`config.mk`:
```
export PLATFORM = sky130hd
export DESIGN_NAME = wb_regbank_subwin
export DESIGN_NICKNAME = d
export VERILOG_FILES = /design/src/rtl/wb_regbank_pkg.sv /design/src/rtl/wb_regbank_subwin_master.sv /design/src/rtl/wb_regbank_subwin.sv
export SDC_FILE = /design/constraint.sdc
export NUM_CORES = 1
export LEC_CHECK = 0
export CORE_MARGIN = 10
export CORE_UTILIZATION = 34
export CTS_BUF_LIST = sky130_fd_sc_hd__clkbuf_16
export DETAILED_ROUTE_END_ITERATION = 16
export GPL_ROUTABILITY_DRIVEN = 0
export GPL_TIMING_DRIVEN = 0
export PLACE_DENSITY = 0.64
export SKIP_LAST_GASP = 1
export SLEW_MARGIN = 20
export SYNTH_ARGS = -nofsm -noshare
export SYNTH_HDL_FRONTEND = slang
export SYNTH_SLANG_ARGS = --single-unit
export TNS_END_PERCENT = 100
```
`constraint.sdc`:
```
create_clock -name clk_i -period 17.9 [get_ports clk_i]
set_clock_uncertainty 0.2 [all_clocks]
set_input_delay 3.58 -clock clk_i [delete_from_list [all_inputs] [get_ports clk_i]]
set_output_delay 3.58 -clock clk_i [all_outputs]
set_load 0.05 [all_outputs]
```
`src/rtl/wb_regbank_pkg.sv`:
```
// Shared types and helpers for the register bank with sub-window master.
// Holds the window FSM encoding, byte-lane mask expansion and counter sizing.
package wb_regbank_pkg;

   typedef enum logic [1:0] {
      IDLE   = 2'd0,
      SUB_WR = 2'd1,
      SUB_RD = 2'd2,
      RESP   = 2'd3
   } win_state_t;

   function automatic logic [31:0] lane_mask(input logic [3:0] sel);
      logic [31:0] m;
      for (int i = 0; i < 4; i++) begin
         m[8*i +: 8] = {8{sel[i]}};
      end
      return m;
   endfunction

   function automatic int cnt_width(input int limit);
      return $clog2(limit + 1);
   endfunction

endpackage

```
`src/rtl/wb_regbank_subwin_master.sv`:
```
// Window master: runs one downstream Wishbone cycle, bounded by a timeout.
// Completion is reported combinationally in the cycle the response (or expiry) occurs.
module wb_subwin_master
   import wb_regbank_pkg::*;
#(
   parameter int ADDR_W  = 8,
   parameter int TIMEOUT = 255
) (
   input  logic              clk,
   input  logic              rst,
   input  logic              start,
   input  logic              start_we,
   input  logic [ADDR_W-2:0] start_adr,
   input  logic [3:0]        start_sel,
   input  logic [31:0]       start_dat,
   output logic              idle,
   output logic              done,
   output logic              done_err,
   output logic              done_we,
   output logic              sub_cyc,
   output logic              sub_stb,
   output logic              sub_we,
   output logic [ADDR_W-2:0] sub_adr,
   output logic [3:0]        sub_sel,
   output logic [31:0]       sub_wdat,
   input  logic              sub_ack,
   input  logic              sub_err
);

   localparam int TW = cnt_width(TIMEOUT);

   win_state_t    state;
   logic [TW-1:0] cnt;
   logic          in_sub;
   logic          expired;

   assign in_sub   = (state == SUB_WR) || (state == SUB_RD);
   assign expired  = (cnt == TW'(TIMEOUT - 1));
   assign idle     = (state == IDLE);
   // err beats ack, ack beats expiry
   assign done     = in_sub & (sub_ack | sub_err | expired);
   assign done_err = in_sub & (sub_err | (~sub_ack & expired));
   assign done_we  = (state == SUB_WR);
   assign sub_cyc  = in_sub;
   assign sub_stb  = in_sub;

   always_ff @(posedge clk or posedge rst) begin
      if (rst) begin
         state    <= IDLE;
         cnt      <= '0;
         sub_we   <= 1'b0;
         sub_adr  <= '0;
         sub_sel  <= '0;
         sub_wdat <= '0;
      end else begin
         case (state)
            IDLE: begin
               if (start) begin
                  state    <= start_we ? SUB_WR : SUB_RD;
                  cnt      <= '0;
                  sub_we   <= start_we;
                  sub_adr  <= start_adr;
                  sub_sel  <= start_sel;
                  sub_wdat <= start_dat;
               end
            end
            SUB_WR, SUB_RD: begin
               if (done) begin
                  state <= IDLE;
                  cnt   <= '0;
               end else begin
                  cnt <= cnt + 1'b1;
               end
            end
            default: state <= IDLE;
         endcase
      end
   end

endmodule

```
`src/rtl/wb_regbank_subwin.sv`:
```
// Wishbone slave: NUM_REGS byte-maskable control registers plus a forwarding
// window to a downstream block, with optional write-input and read-output stages.
module wb_regbank_subwin
   import wb_regbank_pkg::*;
#(
   parameter int          NUM_REGS    = 4,
   parameter int          ADDR_W      = 8,
   parameter int          WR_IN_PIPE  = 1,
   parameter int          RD_OUT_PIPE = 1,
   parameter int          TIMEOUT     = 255,
   parameter logic [31:0] RESET_VAL   = 32'h0
) (
   input  logic                     clk_i,
   input  logic                     rst_i,
   input  logic                     wb_cyc_i,
   input  logic                     wb_stb_i,
   input  logic                     wb_we_i,
   input  logic [ADDR_W-1:2]        wb_adr_i,
   input  logic [3:0]               wb_sel_i,
   input  logic [31:0]              wb_dat_i,
   output logic                     wb_ack_o,
   output logic                     wb_err_o,
   output logic                     wb_rty_o,
   output logic                     wb_stall_o,
   output logic [31:0]              wb_dat_o,
   output logic [32*NUM_REGS-1:0]   regs_o,
   output logic                     sub_cyc_o,
   output logic                     sub_stb_o,
   output logic                     sub_we_o,
   output logic [ADDR_W-2:0]        sub_adr_o,
   output logic [3:0]               sub_sel_o,
   output logic [31:0]              sub_dat_o,
   input  logic                     sub_ack_i,
   input  logic                     sub_err_i,
   input  logic [31:0]              sub_dat_i
);

   localparam int IW = ADDR_W - 3;

   logic [31:0]       regs [NUM_REGS];
   logic [31:0]       rd_word;
   logic              busy, req, wr_req, rd_req;
   logic              vld_p0, vld_p1;
   logic              wr_go;
   logic [ADDR_W-1:2] wr_adr;
   logic [3:0]        wr_sel;
   logic [31:0]       wr_dat;
   logic              reg_wr, reg_rd, sub_wr, sub_rd;
   logic              sub_idle, sub_done, sub_done_err, sub_done_we;
   logic              drop_q, sub_rsp;
   logic              wr_rsp_vld, wr_rsp_err;
   logic              rd_rsp_vld, rd_rsp_err;
   logic [31:0]       rd_rsp_dat;
   logic              rd_out_vld, rd_out_err;
   logic [31:0]       rd_out_dat;

   assign busy       = vld_p0 | vld_p1 | wb_ack_o | wb_err_o | ~sub_idle;
   assign req        = wb_cyc_i & wb_stb_i & ~busy;
   assign wr_req     = req & wb_we_i;
   assign rd_req     = req & ~wb_we_i;
   assign wb_stall_o = wb_cyc_i & wb_stb_i & ~(wb_ack_o | wb_err_o);
   assign wb_rty_o   = 1'b0;

   // p0: optional write request stage
   generate
      if (WR_IN_PIPE != 0) begin : g_wr_pipe
         logic [ADDR_W-1:2] adr_p0;
         logic [3:0]        sel_p0;
         logic [31:0]       dat_p0;
         always_ff @(posedge clk_i or posedge rst_i) begin
            if (rst_i) vld_p0 <= 1'b0;
            else       vld_p0 <= wr_req;
         end
         always_ff @(posedge clk_i) begin
            if (wr_req) begin
               adr_p0 <= wb_adr_i;
               sel_p0 <= wb_sel_i;
               dat_p0 <= wb_dat_i;
            end
         end
         assign wr_go  = vld_p0;
         assign wr_adr = adr_p0;
         assign wr_sel = sel_p0;
         assign wr_dat = dat_p0;
      end else begin : g_wr_direct
         assign vld_p0 = 1'b0;
         assign wr_go  = wr_req;
         assign wr_adr = wb_adr_i;
         assign wr_sel = wb_sel_i;
         assign wr_dat = wb_dat_i;
      end
   endgenerate

   assign reg_wr = wr_go & ~wr_adr[ADDR_W-1];
   assign sub_wr = wr_go &  wr_adr[ADDR_W-1];
   assign reg_rd = rd_req & ~wb_adr_i[ADDR_W-1];
   assign sub_rd = rd_req &  wb_adr_i[ADDR_W-1];

   always_ff @(posedge clk_i or posedge rst_i) begin
      if (rst_i) begin
         for (int k = 0; k < NUM_REGS; k++) regs[k] <= RESET_VAL;
      end else if (reg_wr) begin
         for (int k = 0; k < NUM_REGS; k++) begin
            if (wr_adr[ADDR_W-2:2] == IW'(k))
               regs[k] <= (regs[k] & ~lane_mask(wr_sel)) | (wr_dat & lane_mask(wr_sel));
         end
      end
   end

   always_comb begin
      rd_word = '0;
      for (int k = 0; k < NUM_REGS; k++) begin
         if (wb_adr_i[ADDR_W-2:2] == IW'(k)) rd_word = regs[k];
      end
   end

   generate
      for (genvar g = 0; g < NUM_REGS; g++) begin : g_regs_o
         assign regs_o[32*g +: 32] = regs[g];
      end
   endgenerate

   wb_subwin_master #(
      .ADDR_W  (ADDR_W),
      .TIMEOUT (TIMEOUT)
   ) u_sub (
      .clk       (clk_i),
      .rst       (rst_i),
      .start     (sub_wr | sub_rd),
      .start_we  (sub_wr),
      .start_adr (sub_wr ? {wr_adr[ADDR_W-2:2], 2'b00} : {wb_adr_i[ADDR_W-2:2], 2'b00}),
      .start_sel (sub_wr ? wr_sel : wb_sel_i),
      .start_dat (wr_dat),
      .idle      (sub_idle),
      .done      (sub_done),
      .done_err  (sub_done_err),
      .done_we   (sub_done_we),
      .sub_cyc   (sub_cyc_o),
      .sub_stb   (sub_stb_o),
      .sub_we    (sub_we_o),
      .sub_adr   (sub_adr_o),
      .sub_sel   (sub_sel_o),
      .sub_wdat  (sub_dat_o),
      .sub_ack   (sub_ack_i),
      .sub_err   (sub_err_i)
   );

   // Remember a master abort so the eventual window response is swallowed.
   always_ff @(posedge clk_i or posedge rst_i) begin
      if (rst_i)         drop_q <= 1'b0;
      else if (sub_idle) drop_q <= 1'b0;
      else if (!wb_cyc_i) drop_q <= 1'b1;
   end

   assign sub_rsp    = sub_done & ~drop_q & wb_cyc_i;
   assign wr_rsp_vld = reg_wr | (sub_rsp & sub_done_we);
   assign wr_rsp_err = sub_rsp & sub_done_we & sub_done_err;
   assign rd_rsp_vld = reg_rd | (sub_rsp & ~sub_done_we);
   assign rd_rsp_err = sub_rsp & ~sub_done_we & sub_done_err;
   assign rd_rsp_dat = reg_rd ? rd_word : (sub_done_err ? 32'h0 : sub_dat_i);

   // p1: optional read response stage
   generate
      if (RD_OUT_PIPE != 0) begin : g_rd_pipe
         logic        err_p1;
         logic [31:0] dat_p1;
         always_ff @(posedge clk_i or posedge rst_i) begin
            if (rst_i) begin
               vld_p1 <= 1'b0;
               err_p1 <= 1'b0;
            end else begin
               vld_p1 <= rd_rsp_vld;
               err_p1 <= rd_rsp_err;
            end
         end
         always_ff @(posedge clk_i) begin
            if (rd_rsp_vld) dat_p1 <= rd_rsp_dat;
         end
         assign rd_out_vld = vld_p1;
         assign rd_out_err = err_p1;
         assign rd_out_dat = dat_p1;
      end else begin : g_rd_direct
         assign vld_p1     = 1'b0;
         assign rd_out_vld = rd_rsp_vld;
         assign rd_out_err = rd_rsp_err;
         assign rd_out_dat = rd_rsp_dat;
      end
   endgenerate

   always_ff @(posedge clk_i or posedge rst_i) begin
      if (rst_i) begin
         wb_ack_o <= 1'b0;
         wb_err_o <= 1'b0;
         wb_dat_o <= '0;
      end else begin
         wb_ack_o <= (wr_rsp_vld & ~wr_rsp_err) | (rd_out_vld & ~rd_out_err);
         wb_err_o <= wr_rsp_err | (rd_out_vld & rd_out_err);
         wb_dat_o <= (rd_out_vld & ~rd_out_err) ? rd_out_dat : 32'h0;
      end
   end

endmodule

```
==> impl_metrics.py, run 1 <==
metrics = {
    "detailed_routing": {
        "dr_total_vias": 8129,
        "drt_wl_total_mm": 39.45,
        "drc": 0,
        "ant_nets": 0,
        "routedWlPerCell_microns": 24.14,
        "drt_iter0_drc": 314,
        "dr.pass1.iters": 5,
        "via_per_inst": 4.975,
    },
    "sta": {
        "worstMarginPinSlew_ns": 1.037,
        "tns_ns": 0,
        "setup_viol": 0,
        "fmax_mhz": 108.8,
        "rsz0062_at_grt": "no",
        "finalCritPeriodShare_pct": 51.35,
        "period_minus_slack_ns": 9.191,
        "hold_violations": 0,
        "fin_ws_ns": 8.709,
        "slew_headroom_pct": 30.88,
        "drv_slew": 0,
    },
    "worst_setup_path": {
        "crit_family": "buffers and inverters",
        "crit_top_cell": "clkdlybuf4s50_1",
        "startpoint_type": "input pin",
        "required_ns": 14.12,
        "critical-path-slowest-cell": "clkdlybuf4s50_1",
        "path_buf_inv": 3,
        "worstPathArrival_ns": 5.41,
        "path_max_fanout": 6,
        "critPathKind": "input pin to output port",
        "slowest_delay_ns": 0.86,
        "crit_path_end_kind": "output port",
        "crit_chain": "clkdlybuf4s50_1 > nor4bb_1 > clkbuf_1 > clkdlybuf4s50_1",
    },
    "synthesis": {
        "syn_avg_cell_area_sq_um": 14.74,
        "yosysWarnings": 0,
        "synth_enable_flop_cells": 74,
        "synthDistinctLibCells": 47,
        "synth_largest_area_cell": "dfrtp_1",
        "synth.cell_area_sq_mm": 0.01208,
        "ys_top_cells_by_area": "dfrtp_1 45%, edfxtp_1 18%, mux2_2 15%",
        "postSynthCellCount": 820,
        "synth_seq_cells": 292,
        "synthArstFlopShare_pct": 74.66,
        "synth_top_area_share_pct": 45.14,
        "ys_seq_area_share_pct": 63.53,
        "synth-main-ff-cell": "dfrtp_1",
    },
    "final_layout": {
        "final_common_cell": "clkdlybuf4s50_1",
        "utilization_pct": 48.22,
        "fin_area_sq_mm": 0.01678,
        "final_nets": 1236,
        "layout_common_cells": "287 x clkdlybuf4s50_1, 218 x dfrtp_1, 161 x mux2_2, 74 x edfxtp_1, 65 x mux2i_1",
        "final_layout_size_suffix_gt1_share_pct": 21.43,
        "n_fill_cell": 3061,
        "syn_to_final_growth_pct": 38.85,
    },
    "cts": {
        "cts_buffers": 36,
        "clk_path_buf_depth": 3,
        "cts_resized": 0,
        "cts_tree": "done",
        "clk_pin_slew_ns": 0.06,
        "cts_root_buffer": "clkbuf_16",
        "insertion_delay_ns": 0.51,
        "cts_sinks": 292,
        "hold_buffers": 0,
        "post_cts_buffers": 0,
        "htree_levels": 2,
    },
    "floorplanning": {
        "core.rowCount": 68,
        "die-area_sq_mm": 0.04348,
        "die_w_microns": 208.5,
        "ios": 291,
        "core_area_sq_mm": 0.03480,
        "die_h_microns": 208.5,
        "initial_utilization_pct": 34.73,
    },
    "power": {
        "p_per_area_mw_per_mm2": 136.3,
        "irDropWorstVdd_uv": 93.89,
        "power_leakage_nw": 7.207,
    },
    "grt": {
        "gr-total-overflow": 0,
        "antenna_found_initial": 4,
        "grt_pass1_vias": 8911,
        "grt_max_degree": 98,
        "gr-usage-all-layers_pct": 17.85,
        "grt_pass1_wl_mm": 59.50,
    },
    "place": {
        "preCtsSetupSlack_ns": 8.701,
        "port_buffers": 287,
        "placed_area_sq_mm": 0.01565,
        "dpl.hpwl_mm": 28.23,
    },
    "run_status": {
        "status": "finished clean",
    },
    "run": {
        "cap_violations": 0,
    },
    "min_path": {
        "worstHoldPathType": "flop to flop",
    },
}
-- synthesized netlist by cell type, types with 2 or more instances --
master / count
edfxtp_1: 74
dfrtp_1: 218
ha_1: 4
nor3_1: 3
inv_1: 10
nor2b_1: 6
o21ai_0: 3
clkbuf_1: 28
nor4b_4: 4
buf_1: 4
nor3b_1: 3
nor4b_1: 2
nand3_1: 5
nor2_1: 7
a2bb2oi_1: 9
o22a_1: 32
and2_1: 35
o22ai_1: 46
nand2b_1: 3
a22o_1: 5
nand3_4: 3
nand4_1: 2
mux2i_1: 65
mux2_2: 161
buf_2: 7
a21oi_1: 3
buf_4: 5
and3_1: 3
nand2_1: 40
o31ai_1: 2
nand2_2: 12
-- final cells by class --
class	count	area, sq um	area share, %
clock inverter	26	196.4	1.171
tap	455	569.3	3.393
timing repair buffer	291	2975	17.73
multi-input combinational	476	4189	24.97
buffer	44	192.7	1.148
clock buffer	37	925.9	5.518
inverter	10	45.04	0.2685
antenna	3	7.507	0.04474
sequential	292	7677	45.76
-- through the flow --
stage	power, mW	instances	hold WS, ns
floorplan	1.328	822	0.2271
global placement	1.595	1564	0.2305
detailed placement	1.613	1568	0.2332
CTS	2.322	1631	0.2460
global route	2.389	1633	0.2537
finish	2.287	1634	0.2408
-- worst register-to-register path, stage by stage, from the launching register on --
cell and delay [ns]:
dfrtp_1 0.37, inv_1 0.05, ha_1 0.19, buf_4 0.17, nor4b_1 0.17, nand3b_1 0.11, clkbuf_1 0.52, buf_1 0.60
nand2_2 0.54, buf_16 0.33
-- logic make-up (layout without fill, tap and decap cells) --
group | count (synthesis) | after routing | synth area share (%)
flip-flops | 292 | 292 | 63.53
AND/OR/NAND/NOR | 134 | 134 | 6.958
adder cells (fa/ha/maj) | 4 | 4 | 0.4142
buffers and inverters | 54 | 408 | 1.905
AO/OA/AOI/OAI | 108 | 108 | 6.678
other | 1 | 6 | 0.03103
multiplexers | 227 | 227 | 20.48
-- power breakdown --
part | internal [mW] | switching (mW)
Sequential | 0.803 | 0.0548
Combinational | 0.254 | 0.481
Clock | 0.416 | 0.278
Total | 1.47 | 0.813
-- path summary, 6_finish.rpt --
kind                                      start                          to  slack, ns  cells after the start
min reg2reg                g_rd_pipe.dat_p1[22]                wb_dat_o[22]       0.24                      1
min in group asynchronous                 rst_i  asynchronous set/reset pin       3.23                      2
max in group asynchronous                 rst_i  asynchronous set/reset pin      13.46                      3
max reg2reg                      u_sub.state[0]         g_rd_pipe.dat_p1[7]      14.39                      9
max                                    wb_stb_i                  wb_stall_o       8.71                      4
min                        g_rd_pipe.dat_p1[22]                wb_dat_o[22]       0.24                      1
-- per-layer routing --
metal	up-vias	wire, microns	GRT usage (%)
met5	-	14	0
met4	2	830	5.156
met3	55	2908	5.601
met2	246	19110	29.45
met1	4117	16580	21.95
li1	3709	-	-
Note: power is estimated with default switching activity, not from simulation.
==> run 2, diff against run 1 <==
==> constraint.sdc (replaced) <==
create_clock -name clk_i -period 8.7 [get_ports clk_i]
set_clock_uncertainty 0.2 [all_clocks]
set_input_delay 1.74 -clock clk_i [delete_from_list [all_inputs] [get_ports clk_i]]
set_output_delay 1.74 -clock clk_i [all_outputs]
set_load 0.05 [all_outputs]
==> results of run 2 <==
The final DEF is identical to that of run 1. Status: finished clean.
Main changes from that run: setup slack after placement 8.701 ns -> 3.181 ns; setup slack after layout 8.709 ns -> 3.189 ns; register-to-register setup slack 14.39 ns -> 5.19 ns; total power 2.287 mW -> 4.706 mW; worst IR drop on VDD 93.89 uV -> 193.2 uV
==> run 3, diff against run 2 <==
--- a/config.mk
+++ b/config.mk
@@ -11,7 +11,7 @@
 export DETAILED_ROUTE_END_ITERATION = 16
 export GPL_ROUTABILITY_DRIVEN = 0
 export GPL_TIMING_DRIVEN = 0
-export PLACE_DENSITY = 0.64
+export PLACE_DENSITY = 0.67
 export SKIP_LAST_GASP = 1
 export SLEW_MARGIN = 20
 export SYNTH_ARGS = -nofsm -noshare
==> constraint.sdc (replaced) <==
create_clock -name clk_i -period 4.99 [get_ports clk_i]
set_clock_uncertainty 0.2 [all_clocks]
set_input_delay 0.998 -clock clk_i [delete_from_list [all_inputs] [get_ports clk_i]]
set_output_delay 0.998 -clock clk_i [all_outputs]
set_load 0.05 [all_outputs]
==> run 3 against run 2 <==
Effect of this change:
- worst hold slack improved by 0.0022 ns
- worst setup slack got worse by 2.2 ns
- die area stayed put
- wire length down 0.91%
- final area increased by 0.28%
- clock power is 65% higher
- sequential cell count stayed put
- sequential share of layout area fell by 0.13 points
- total power is 72% higher
- non-clock buffer count rose by 6
- highest routed layer unchanged
- final cell count is essentially flat
==> impl_metrics.py, run 3 (synthesis gave the netlist of run 1 again) <==
metrics = {
    "run_status": {
        "status": "finished clean",
    },
    "cts": {
        "cts_sinks": 292,
        "insertion_delay_ns": 0.50,
        "cts_resized": 0,
        "htree_levels": 2,
        "cts_tree": "done",
        "cts_buffers": 34,
        "clk_path_buf_depth": 3,
        "clk_pin_slew_ns": 0.05,
        "cts_root_buffer": "clkbuf_16",
        "hold_buffers": 0,
        "post_cts_buffers": 0,
    },
    "sta": {
        "worstMarginPinSlew_ns": 1.095,
        "setup_viol": 0,
        "rsz0062_at_grt": "no",
        "period_minus_slack_ns": 4.015,
        "finalCritPeriodShare_pct": 80.46,
        "slew_headroom_pct": 26.97,
        "hold_violations": 0,
        "fmax_mhz": 249.1,
        "drv_slew": 0,
    },
    "final_layout": {
        "layout_common_cells": "287 x clkdlybuf4s50_1, 218 x dfrtp_1, 161 x mux2_2, 74 x edfxtp_1, 65 x mux2i_1",
        "final_layout_size_suffix_gt1_share_pct": 21.69,
        "final_nets": 1240,
        "num_antenna_cells": 0,
        "syn_to_final_growth_pct": 39.24,
        "final_common_cell": "clkdlybuf4s50_1",
        "utilization_pct": 48.35,
        "finalNonFillerCells": 1635,
    },
    "grt": {
        "grt_pass1_vias": 8869,
        "grt_pass1_wl_mm": 58.51,
        "antenna_found_initial": 3,
        "grt_max_degree": 41,
        "gr-usage-all-layers_pct": 17.46,
        "gr-total-overflow": 0,
    },
    "floorplanning": {
        "die_h_microns": 208.5,
        "core.rowCount": 68,
        "ios": 291,
        "die_w_microns": 208.5,
        "initial_utilization_pct": 34.73,
        "die-area_sq_mm": 0.04348,
        "core_area_sq_mm": 0.03480,
    },
    "worst_setup_path": {
        "path_buf_inv": 3,
        "critical-path-slowest-cell": "clkdlybuf4s50_1",
        "startpoint_type": "input pin",
        "reg2reg_slack_ns": 1.73,
        "worstPathArrival_ns": 2.82,
        "slowest_delay_ns": 0.86,
        "crit_path_end_kind": "output port",
        "crit_chain": "clkdlybuf4s50_1 > nor4bb_1 > clkbuf_1 > clkdlybuf4s50_1",
        "path_max_fanout": 6,
        "crit_family": "buffers and inverters",
        "crit_top_cell": "clkdlybuf4s50_1",
        "critPathKind": "input pin to output port",
        "required_ns": 3.79,
    },
    "detailed_routing": {
        "drt_iter0_drc": 369,
        "via_per_inst": 5.004,
        "routedWlPerCell_microns": 23.91,
        "drc": 0,
        "ant_nets": 0,
        "dr.pass1.iters": 7,
        "drt_wl_total_mm": 39.09,
        "dr_total_vias": 8181,
    },
    "run": {
        "cap_violations": 0,
    },
    "min_path": {
        "worstHoldPathType": "flop to flop",
    },
    "power": {
        "power.internal_mw": 5.179,
        "combPwrFrac_pct": 32.7,
        "switching_share_pct": 35.91,
        "p_switching_mw": 2.902,
        "irDropWorstVdd_uv": 376.9,
        "clock_power_share_pct": 29.2,
        "power_leakage_nw": 7.243,
        "p_per_area_mw_per_mm2": 480.3,
        "seqPwrFrac_pct": 38.1,
    },
    "place": {
        "dpl.hpwl_mm": 28.35,
        "place_inst": 1574,
        "port_buffers": 287,
    },
}
run 3: cell types whose count changed in the layout (fill, tap and decap cells not counted), sizes merged:
cell | before | now
clkinv | 10 | 11
inv | 19 | 21
clkbuf | 65 | 63
bufinv | 3 | 2
buf | 20 | 26
diode | 3 | 0
clkinvlp | 4 | 2
run 3: worst paths after layout:
check                                             end  cells after the start                 start
setup reg to reg                  g_rd_pipe.dat_p1[9]                      9        u_sub.state[0]
setup / recovery                           wb_stall_o                      4              wb_stb_i
hold reg to reg                          wb_dat_o[16]                      1  g_rd_pipe.dat_p1[16]
hold / removal                           wb_dat_o[16]                      1  g_rd_pipe.dat_p1[16]
min in group asynchronous  asynchronous set/reset pin                      2                 rst_i
max in group asynchronous  asynchronous set/reset pin                      6                 rst_i
run 3: power groups by stage:
stage / clock (mW) / sequential, mW / combinational (mW)
after CTS: 2.42 / 3.09 / 2.67
after floorplan: 0 / 4.00 / 0.766
after detailed placement: 0 / 3.13 / 2.66
after global routing: 2.52 / 3.13 / 2.78
final: 2.36 / 3.08 / 2.64
after global placement: 0 / 3.13 / 2.59
run 3: stage by stage:
step                total power, mW  hold WS [ns]  area, sq um  setup TNS (ns)  worst slack, ns
floorplan                     4.765        0.2271        12100               0           0.9519
global placement              5.720        0.2306        15540         -194.79          -0.9197
detailed placement            5.786        0.2318        15770               0           0.9283
CTS                           8.180        0.2445        16830               0           0.9696
global route                  8.431        0.2611        16830               0           0.9121
finish                        8.082        0.2430        16830               0           0.9752
run 3: cell type report:
type                       count  area (sq um)
clock buffer                  35         875.8
inverter                      10         41.29
tap                          455         569.3
clock inverter                26         177.7
sequential                   292          7677
multi-input combinational    476          4189
timing repair buffer         297          3103
buffer                        44         192.7
fill                        3056         17970
run 3: per-layer routing:
metal	part of all wire (%)	GRT usage, %	vias to the layer above
met5	0.12	0	-
met4	2.5	4.732	6
met3	7.6	5.556	70
met2	48	28.91	248
met1	42	21.44	4156
li1	-	-	3701
